`src/rtl/flash_boot_loader.sv`:
```
// Boot-time SPI flash copier: issues a READ (0x03) in mode 0, streams BOOT_WORDS
// little-endian words into the imem write port, then raises a sticky boot_done.
module flash_boot_loader #(
  parameter int unsigned CLK_DIV    = 2,
  parameter logic [23:0] FLASH_BASE = 24'h0,
  parameter int unsigned BOOT_WORDS = 1024,
  parameter int unsigned IMEM_DEPTH = 32 * 1024,
  localparam int unsigned ADDR_W    = $clog2(IMEM_DEPTH)
) (
  input  logic              clk,
  input  logic              reset_n,
  input  logic              i_boot_en,
  output logic              o_flash_sclk,
  output logic              o_flash_cs_n,
  output logic              o_flash_mosi,
  input  logic              i_flash_miso,
  output logic              o_imem_we,
  output logic [ADDR_W-1:0] o_imem_addr,
  output logic [31:0]       o_imem_wdata,
  output logic              o_boot_done
);

  localparam int unsigned       DIV_W     = (CLK_DIV > 1) ? $clog2(CLK_DIV) : 1;
  localparam logic [DIV_W-1:0]  DIV_LAST  = DIV_W'(CLK_DIV - 1);
  localparam logic [ADDR_W-1:0] LAST_WORD = ADDR_W'(BOOT_WORDS - 1);
  localparam logic [31:0]       CMD_WORD  = {8'h03, FLASH_BASE};

  localparam logic [1:0] ST_IDLE = 2'd0;
  localparam logic [1:0] ST_CMD  = 2'd1;
  localparam logic [1:0] ST_DATA = 2'd2;
  localparam logic [1:0] ST_DONE = 2'd3;

  logic [1:0]        state_q,  state_d;
  logic [DIV_W-1:0]  div_q,    div_d;
  logic [4:0]        bit_q,    bit_d;
  logic [ADDR_W-1:0] word_q,   word_d;
  logic [31:0]       cmd_sh_q, cmd_sh_d;
  logic [31:0]       rx_q,     rx_d;
  logic              pend_q,   pend_d;
  logic              fin_q,    fin_d;
  logic              sclk_q,   sclk_d;
  logic              cs_n_q,   cs_n_d;
  logic              mosi_q,   mosi_d;
  logic              we_q,     we_d;
  logic [ADDR_W-1:0] addr_q,   addr_d;
  logic [31:0]       wdata_q,  wdata_d;
  logic              done_q,   done_d;
  logic              tick_s;

  // Flash bytes arrive MSB-first; byte0 belongs in the least significant lane.
  function automatic logic [31:0] byte_swap(input logic [31:0] w);
    return {w[7:0], w[15:8], w[23:16], w[31:24]};
  endfunction

  // Next-state logic: SCLK divider, command shifter, word assembly and imem write.
  always_comb begin
    state_d  = state_q;
    div_d    = div_q;
    bit_d    = bit_q;
    word_d   = word_q;
    cmd_sh_d = cmd_sh_q;
    rx_d     = rx_q;
    pend_d   = pend_q;
    fin_d    = fin_q;
    sclk_d   = sclk_q;
    cs_n_d   = cs_n_q;
    mosi_d   = mosi_q;
    we_d     = 1'b0;
    addr_d   = addr_q;
    wdata_d  = wdata_q;
    done_d   = done_q;
    tick_s   = (div_q == DIV_LAST);

    case (state_q)
      ST_IDLE: begin
        sclk_d = 1'b0;
        div_d  = '0;
        bit_d  = 5'd0;
        word_d = '0;
        pend_d = 1'b0;
        fin_d  = 1'b0;
        if (i_boot_en) begin
          state_d  = ST_CMD;
          cs_n_d   = 1'b0;
          mosi_d   = CMD_WORD[31];
          cmd_sh_d = {CMD_WORD[30:0], 1'b0};
          done_d   = 1'b0;
        end else begin
          state_d = ST_DONE;
          cs_n_d  = 1'b1;
          mosi_d  = 1'b0;
          done_d  = 1'b1;
        end
      end

      ST_CMD, ST_DATA: begin
        // A completed word is written one edge after its last sample; the
        // next sample is always at least two edges away, so no overlap.
        if (pend_q) begin
          we_d    = 1'b1;
          addr_d  = word_q;
          wdata_d = byte_swap(rx_q);
          pend_d  = 1'b0;
          if (word_q == LAST_WORD) begin
            fin_d = 1'b1;
          end else begin
            word_d = word_q + ADDR_W'(1);
          end
        end else begin
          pend_d = pend_q;
        end

        if (tick_s) begin
          div_d  = '0;
          sclk_d = ~sclk_q;
          if (sclk_q) begin
            if (state_q == ST_CMD) begin
              mosi_d   = cmd_sh_q[31];
              cmd_sh_d = {cmd_sh_q[30:0], 1'b0};
            end else begin
              mosi_d = 1'b0;
            end
          end else begin
            bit_d = bit_q + 5'd1;
            if (state_q == ST_CMD) begin
              if (bit_q == 5'd31) begin
                state_d = ST_DATA;
              end else begin
                state_d = ST_CMD;
              end
            end else begin
              rx_d = {rx_q[30:0], i_flash_miso};
              if (bit_q == 5'd31) begin
                pend_d = 1'b1;
              end else begin
                pend_d = 1'b0;
              end
            end
          end
        end else begin
          div_d = div_q + DIV_W'(1);
        end

        // Final word has been written: release the flash on this edge.
        if (fin_q) begin
          state_d = ST_DONE;
          cs_n_d  = 1'b1;
          sclk_d  = 1'b0;
          mosi_d  = 1'b0;
          done_d  = 1'b1;
          div_d   = '0;
        end else begin
          done_d = 1'b0;
        end
      end

      ST_DONE: begin
        cs_n_d = 1'b1;
        sclk_d = 1'b0;
        mosi_d = 1'b0;
        done_d = 1'b1;
      end

      default: begin
        state_d = ST_IDLE;
        cs_n_d  = 1'b1;
        sclk_d  = 1'b0;
        mosi_d  = 1'b0;
        done_d  = 1'b0;
      end
    endcase
  end

  // State and output registers with synchronous active-low reset.
  always_ff @(posedge clk) begin
    if (!reset_n) begin
      state_q  <= ST_IDLE;
      div_q    <= '0;
      bit_q    <= 5'd0;
      word_q   <= '0;
      cmd_sh_q <= 32'd0;
      rx_q     <= 32'd0;
      pend_q   <= 1'b0;
      fin_q    <= 1'b0;
      sclk_q   <= 1'b0;
      cs_n_q   <= 1'b1;
      mosi_q   <= 1'b0;
      we_q     <= 1'b0;
      addr_q   <= '0;
      wdata_q  <= 32'd0;
      done_q   <= 1'b0;
    end else begin
      state_q  <= state_d;
      div_q    <= div_d;
      bit_q    <= bit_d;
      word_q   <= word_d;
      cmd_sh_q <= cmd_sh_d;
      rx_q     <= rx_d;
      pend_q   <= pend_d;
      fin_q    <= fin_d;
      sclk_q   <= sclk_d;
      cs_n_q   <= cs_n_d;
      mosi_q   <= mosi_d;
      we_q     <= we_d;
      addr_q   <= addr_d;
      wdata_q  <= wdata_d;
      done_q   <= done_d;
    end
  end

  assign o_flash_sclk = sclk_q;
  assign o_flash_cs_n = cs_n_q;
  assign o_flash_mosi = mosi_q;
  assign o_imem_we    = we_q;
  assign o_imem_addr  = addr_q;
  assign o_imem_wdata = wdata_q;
  assign o_boot_done  = done_q;

endmodule

```
`config.mk`:
```
export PLATFORM = sky130hd
export DESIGN_NAME = flash_boot_loader
export DESIGN_NICKNAME = d
export VERILOG_FILES = /design/src/rtl/flash_boot_loader.sv
export SDC_FILE = /design/constraint.sdc
export NUM_CORES = 1
export LEC_CHECK = 0
export ABC_AREA = 1
export ABC_CLOCK_PERIOD_IN_PS = 2100
export CORE_UTILIZATION = 35
export CTS_CLUSTER_DIAMETER = 120
export DETAILED_ROUTE_END_ITERATION = 10
export PLACE_DENSITY = 0.52
export SLEW_MARGIN = 25
export SYNTH_ARGS = -nofsm -noshare
export SYNTH_HDL_FRONTEND = slang
export SYNTH_SLANG_ARGS = --single-unit
```
`constraint.sdc`:
```
create_clock -name clk -period 2.1 [get_ports clk]
set_clock_uncertainty 0.05 [all_clocks]
set_input_delay 0.525 -clock clk [delete_from_list [all_inputs] [get_ports clk]]
set_output_delay 0.525 -clock clk [all_outputs]
set_load 0.1 [all_outputs]
```
# Word-level counts from Yosys, hierarchy flattened
# Index checks and enable logic that the tools add are counted.
# Widths: inputs -> output; s select.
# op_classes
n_addsub	3
n_eq_ne	18
bitwise_logic	2
reduce_logical	13
muxes	43
# ops
op	count
$mux 32	4
$pmux 32 s2	1
$mux 15	2
$pmux 15 s2	1
$mux 1	18
$ne 2x2->1 const B	9
$add 15x1->15 const B	1
$eq 15x10->1 const B	1
$mux 2	6
$ne 3x3->1 const B	4
$mux 5	2
$pmux 1 s2	5
$pmux 5 s2	1
$reduce_and 3->1	3
$reduce_and 4->1	2
$pmux 1 s3	2
$reduce_and 2->1	3
$add 5x1->5 const B	1
$eq 5x5->1 const B	1
$reduce_and 5->1	1
$eq 2x2->1 const B	2
$pmux 2 s2	1
$reduce_or 2->1	2
$eq 2x1->1 const B	1
4 further kinds	5
# word_totals
register_bits	141
out_inout_bits	52
in_bits	4

# Logic depth before layout (Yosys ltp)
# depth
ltp_word	7
ltp_mapped	12
depth_no_buf	10

# Least setup slack after synthesis
# OpenSTA, ideal clock, no wires.
# synth_path
path_type	reg-to-reg
start	reg sclk_q (netlist: o_flash_sclk)
end	reg cmd_sh_q[27]
required_ns	1.980
setup_slack_ns	0.083
stages_incl_launch_ff	7
setup_time_ns	0.070
t_arrival_ns	1.897
n_path_buf	0
cell_sequence	dfxtp_1 -> inv_1 -> nand2_1 -> nand4_2 -> nor2_1 -> nand2_1 -> a21oi_1
# synth_via
elab_chain_len	2
# synth_lines
element	line_no	rtl
start: declaration	41	logic sclk_q, sclk_d;
start signal: assignment	201	sclk_q <= sclk_d;
$ne 2x2->1 (no source line)	n/a	
$reduce_and 5->1 (no source line)	n/a	
end signal: assignment	197	cmd_sh_q <= cmd_sh_d;
end: declaration	37	logic [31:0] cmd_sh_q, cmd_sh_d;
# No other way between the ends.
# A chain may end at the register's enable or synchronous reset.

# Final worst setup path
# layout_path
start	reg state_q[1]
end	reg word_q[10]
# layout_via
elab_chain_len	4
word_cells_on_any_way	9
cone_classes	4 x eq/ne; 1 x mux; 4 x reduce/logical
# layout_lines
element	line_no	rtl
start: declaration	33	logic [1:0] state_q, state_d;
start signal: assignment	193	state_q <= state_d;
$eq 2x1->1 / $eq 2x2->1 (equally long branches)	74	case (state_q)
$reduce_or 2->1	74	
$ne 2x2->1 (no source line) / $reduce_bool 2->1 (equally long branches)	n/a	
$reduce_and 3->1 (no source line)	n/a	
end signal: assignment	196	word_q <= word_d;
end: declaration	36	logic [ADDR_W-1:0] word_q, word_d;
# Parallel ways exist; a longest one is shown, timed or not.

==> results_dict.tcl <==
set metrics [dict create \
    status "finished clean" \
    vias 4143 \
    drc 0 \
    p_comb_frac 0.307 \
    synth-edff-count 0 \
    power_frac_seq 0.332 \
    dp_slack_ns 0.0194 \
    start_kind "register" \
    cts_max_level 4 \
    yosys_most_used_dff "dfxtp_1" \
    viasPerCell 4.73 \
    avgSynthCellArea_um2 7.48 \
    synth_common_cells "170 x nor2_1, 116 x dfxtp_1, 88 x o21ai_0, 79 x nand2_1, 40 x inv_1" \
    post-route-period-util 0.921 \
    clockBufferDepth 2 \
    swShare 0.360 \
    use_met2 0.246 \
    path_common_cell "nand2_1" \
    synth.area.top_cells "dfxtp_1 49%, nor2_1 14%, o21ai_0 9.3%" \
    syn_area_um2 4720 \
    net-switching-power_mw 3.04 \
    clkSinkCount 116 \
    grt_pass1_vias 3903 \
    grt_util_met1 0.204 \
    grt-busiest-layer "met2" \
    path_max_fanout 13 \
    synthCells 631 \
    std_cell_rows 42 \
    leakage_nw 2.63 \
    cts_tree "done" \
    design.final.nets 700 \
    wirelength_mm 10.6 \
    rsz0062_at_grt "false" \
    clkTransAtPathRegs_ns 0.05 \
    post-route-util 0.461 \
    drt_iter0_drc 231 \
    seq_area_frac_synth 0.492 \
    gp_congestion 0.854 \
    worst_slew_pin_slew_ns 0.381 \
    setup_viol 0 \
    n_antenna_cell 0 \
    power-per-cell-area_nw_per_um2 1390 \
    fin_ws_ns 0.167 \
    p_clk_frac 0.361 \
    areaGrowthSynthToFinish_pct 28.8 \
    synthDistinctLibCells 35 \
    design_area_um2 6080 \
    whs_ns 0.372 \
    fmax_mhz 517 \
    dr.pass1.iters 5 \
    ios 56 \
    min_path_cells 2 \
    crit_path_end_kind "register" \
    finalMaxSlewViolations 0 \
    yosysMostFrequentCell "nor2_1" \
    synth_top_area_cell "dfxtp_1" \
    gr-usage-met3 0.0518 \
    cp.required_ns 2.39 \
    slew-limit-headroom 0.745 \
    fp.dieArea_um2 14000 \
    critical-path-slowest-cell "ha_2" \
    peakVddDrop_mv 0.527 \
    die_y_um 118 \
    insertion_delay_ns 0.41 \
    grt_max_degree 50 \
    coreArea_um2 13200 \
    synth_nets 644 \
    maxCapViolCount 0 \
    crit_chain "inv_1, ha_2, buf_4, nand3_4, nand2_4, inv_2, nand2_1, nand2_1, nor2_1" \
    grt_antenna_before_repair 0 \
    synthArstFlopShare 0 \
    synth_top_area_share 0.492 \
    io_buffers 55 \
    track_usage 0.160 \
    grt_overflow_total 0 \
    initial_core_util 0.358 \
    final-hold-violation-count 0 \
    antenna_left 0 \
    ff2ff_path_depth 9 \
    postPlaceCellArea_um2 5430 \
    worst-setup-path-type "register to register" \
    min_path_type "input port to register" \
    die_w_um 118 \
    detail_route.wl_per_cell_um 12.1 \
    ys_ff_latch 116 \
    yosysWarnings 0 \
    drive_gt1_frac 0.163 \
    cts_buffers 17 \
    setup-tns-final_ns 0 \
    dpl.hpwl_mm 6.94 \
    root_buffer "clkbuf_16" \
    critical_path_arrival_ns 2.22 \
    period_minus_slack_ns 1.93 \
    grt_pass1_wl_mm 18.0 \
    max_stage_delay_ns 0.41 \
    internal_power_mw 5.39 \
]
## flip-flops by register name, summed over array words and instances (netlist names), 2 cells and up
signal / flops
word_q: 15
rx_q: 32
o_imem_wdata: 32
bit_q: 5
state_q: 2
cmd_sh_q: 7
o_imem_addr: 15
## worst max-delay path, delay by kind of cell (launching register included)
kind	cells	cell delay [ns]
buffers and inverters	3	0.48
and+or+nand+nor	5	0.55
DFF	1	0.38
adders and majority gates	1	0.41
## metrics by stage
| step | instances | total power [mW] |
|---|---|---|
| after floorplan | 631 | 4.81 |
| after global placement | 843 | 5.36 |
| after detailed placement | 843 | 5.41 |
| after CTS | 875 | 8.48 |
| after global routing | 876 | 8.92 |
| final | 876 | 8.43 |
## path summary, 6_finish.rpt
| path | startpoint | to | slack, ns |
|---|---|---|---|
| setup / recovery | state_q[1] | word_q[10] | 0.17 |
| hold reg to reg | cmd_sh_q[25] | cmd_sh_q[26] | 0.40 |
| hold / removal | reset_n | o_flash_cs_n | 0.37 |
| setup reg to reg | state_q[1] | word_q[10] | 0.17 |
## cells in the final DEF (no fill, tap or decap), types with 2 or more instances in the layout
master / netlist / routed
inv_2: 4 / 3
xor2_1: 4 / 4
clkdlybuf4s50_1: 0 / 2
nor3_1: 6 / 6
buf_12: 0 / 11
clkbuf_8: 1 / 3
nand2_1: 79 / 79
nor2_1: 170 / 170
a21oi_1: 34 / 34
clkinvlp_4: 0 / 3
nand2_2: 3 / 2
dfxtp_1: 116 / 116
bufinv_16: 0 / 4
nand3_1: 21 / 21
buf_4: 1 / 54
clkinv_2: 0 / 3
nand2_4: 1 / 2
a21oi_2: 2 / 2
clkbuf_1: 21 / 3
a211oi_1: 5 / 5
o21ai_0: 88 / 88
nand4_1: 4 / 4
inv_1: 40 / 39
ha_1: 9 / 8
clkbuf_16: 0 / 17
## cell type report
class                      instances  area, µm²
tap                              176        220
clock inverter                     9        150
clock buffer                      23        478
fill                            1311       7110
sequential                       116       2320
timing repair buffer              68        651
inverter                          45        175
multi-input combinational        439       2080
## kinds of logic (layout without fill, tap and decap cells)
| family | count (synthesis) | in the layout | synth area share |
|---|---|---|---|
| AOI/OAI and AO/OA | 133 | 133 | 0.147 |
| xor gates and xnor gates | 4 | 4 | 0.00742 |
| adders and majority gates | 9 | 9 | 0.0239 |
| buffers and inverters | 76 | 145 | 0.0695 |
| DFF | 116 | 116 | 0.492 |
| and+or+nand+nor | 293 | 293 | 0.260 |
## routing by layer
layer	share of wire	vias up	wire length [µm]
met5	0	-	0
met4	0.016	0	166
met3	0.047	15	495
met2	0.45	81	4750
met1	0.49	1895	5160
li1	-	2152	-
## power by group through the flow
stage          registers [mW]  logic, mW  clock network [mW]
4_1_cts                  2.80       2.58                3.11
6_report                 2.80       2.59                3.04
3_3_place_gp             2.83       2.53                   0
2_1_floorplan            3.36       1.45                   0
3_5_place_dp             2.84       2.57                   0
5_1_grt                  2.85       2.86                3.21
## what timing repair did
action	in CTS	in global routing
setup buffers	0	1
endpoints found under the setup margin	0	67
hold buffers	0	0
gates resized for setup	0	4
No activity file was read; power rests on OpenSTA's default activity.
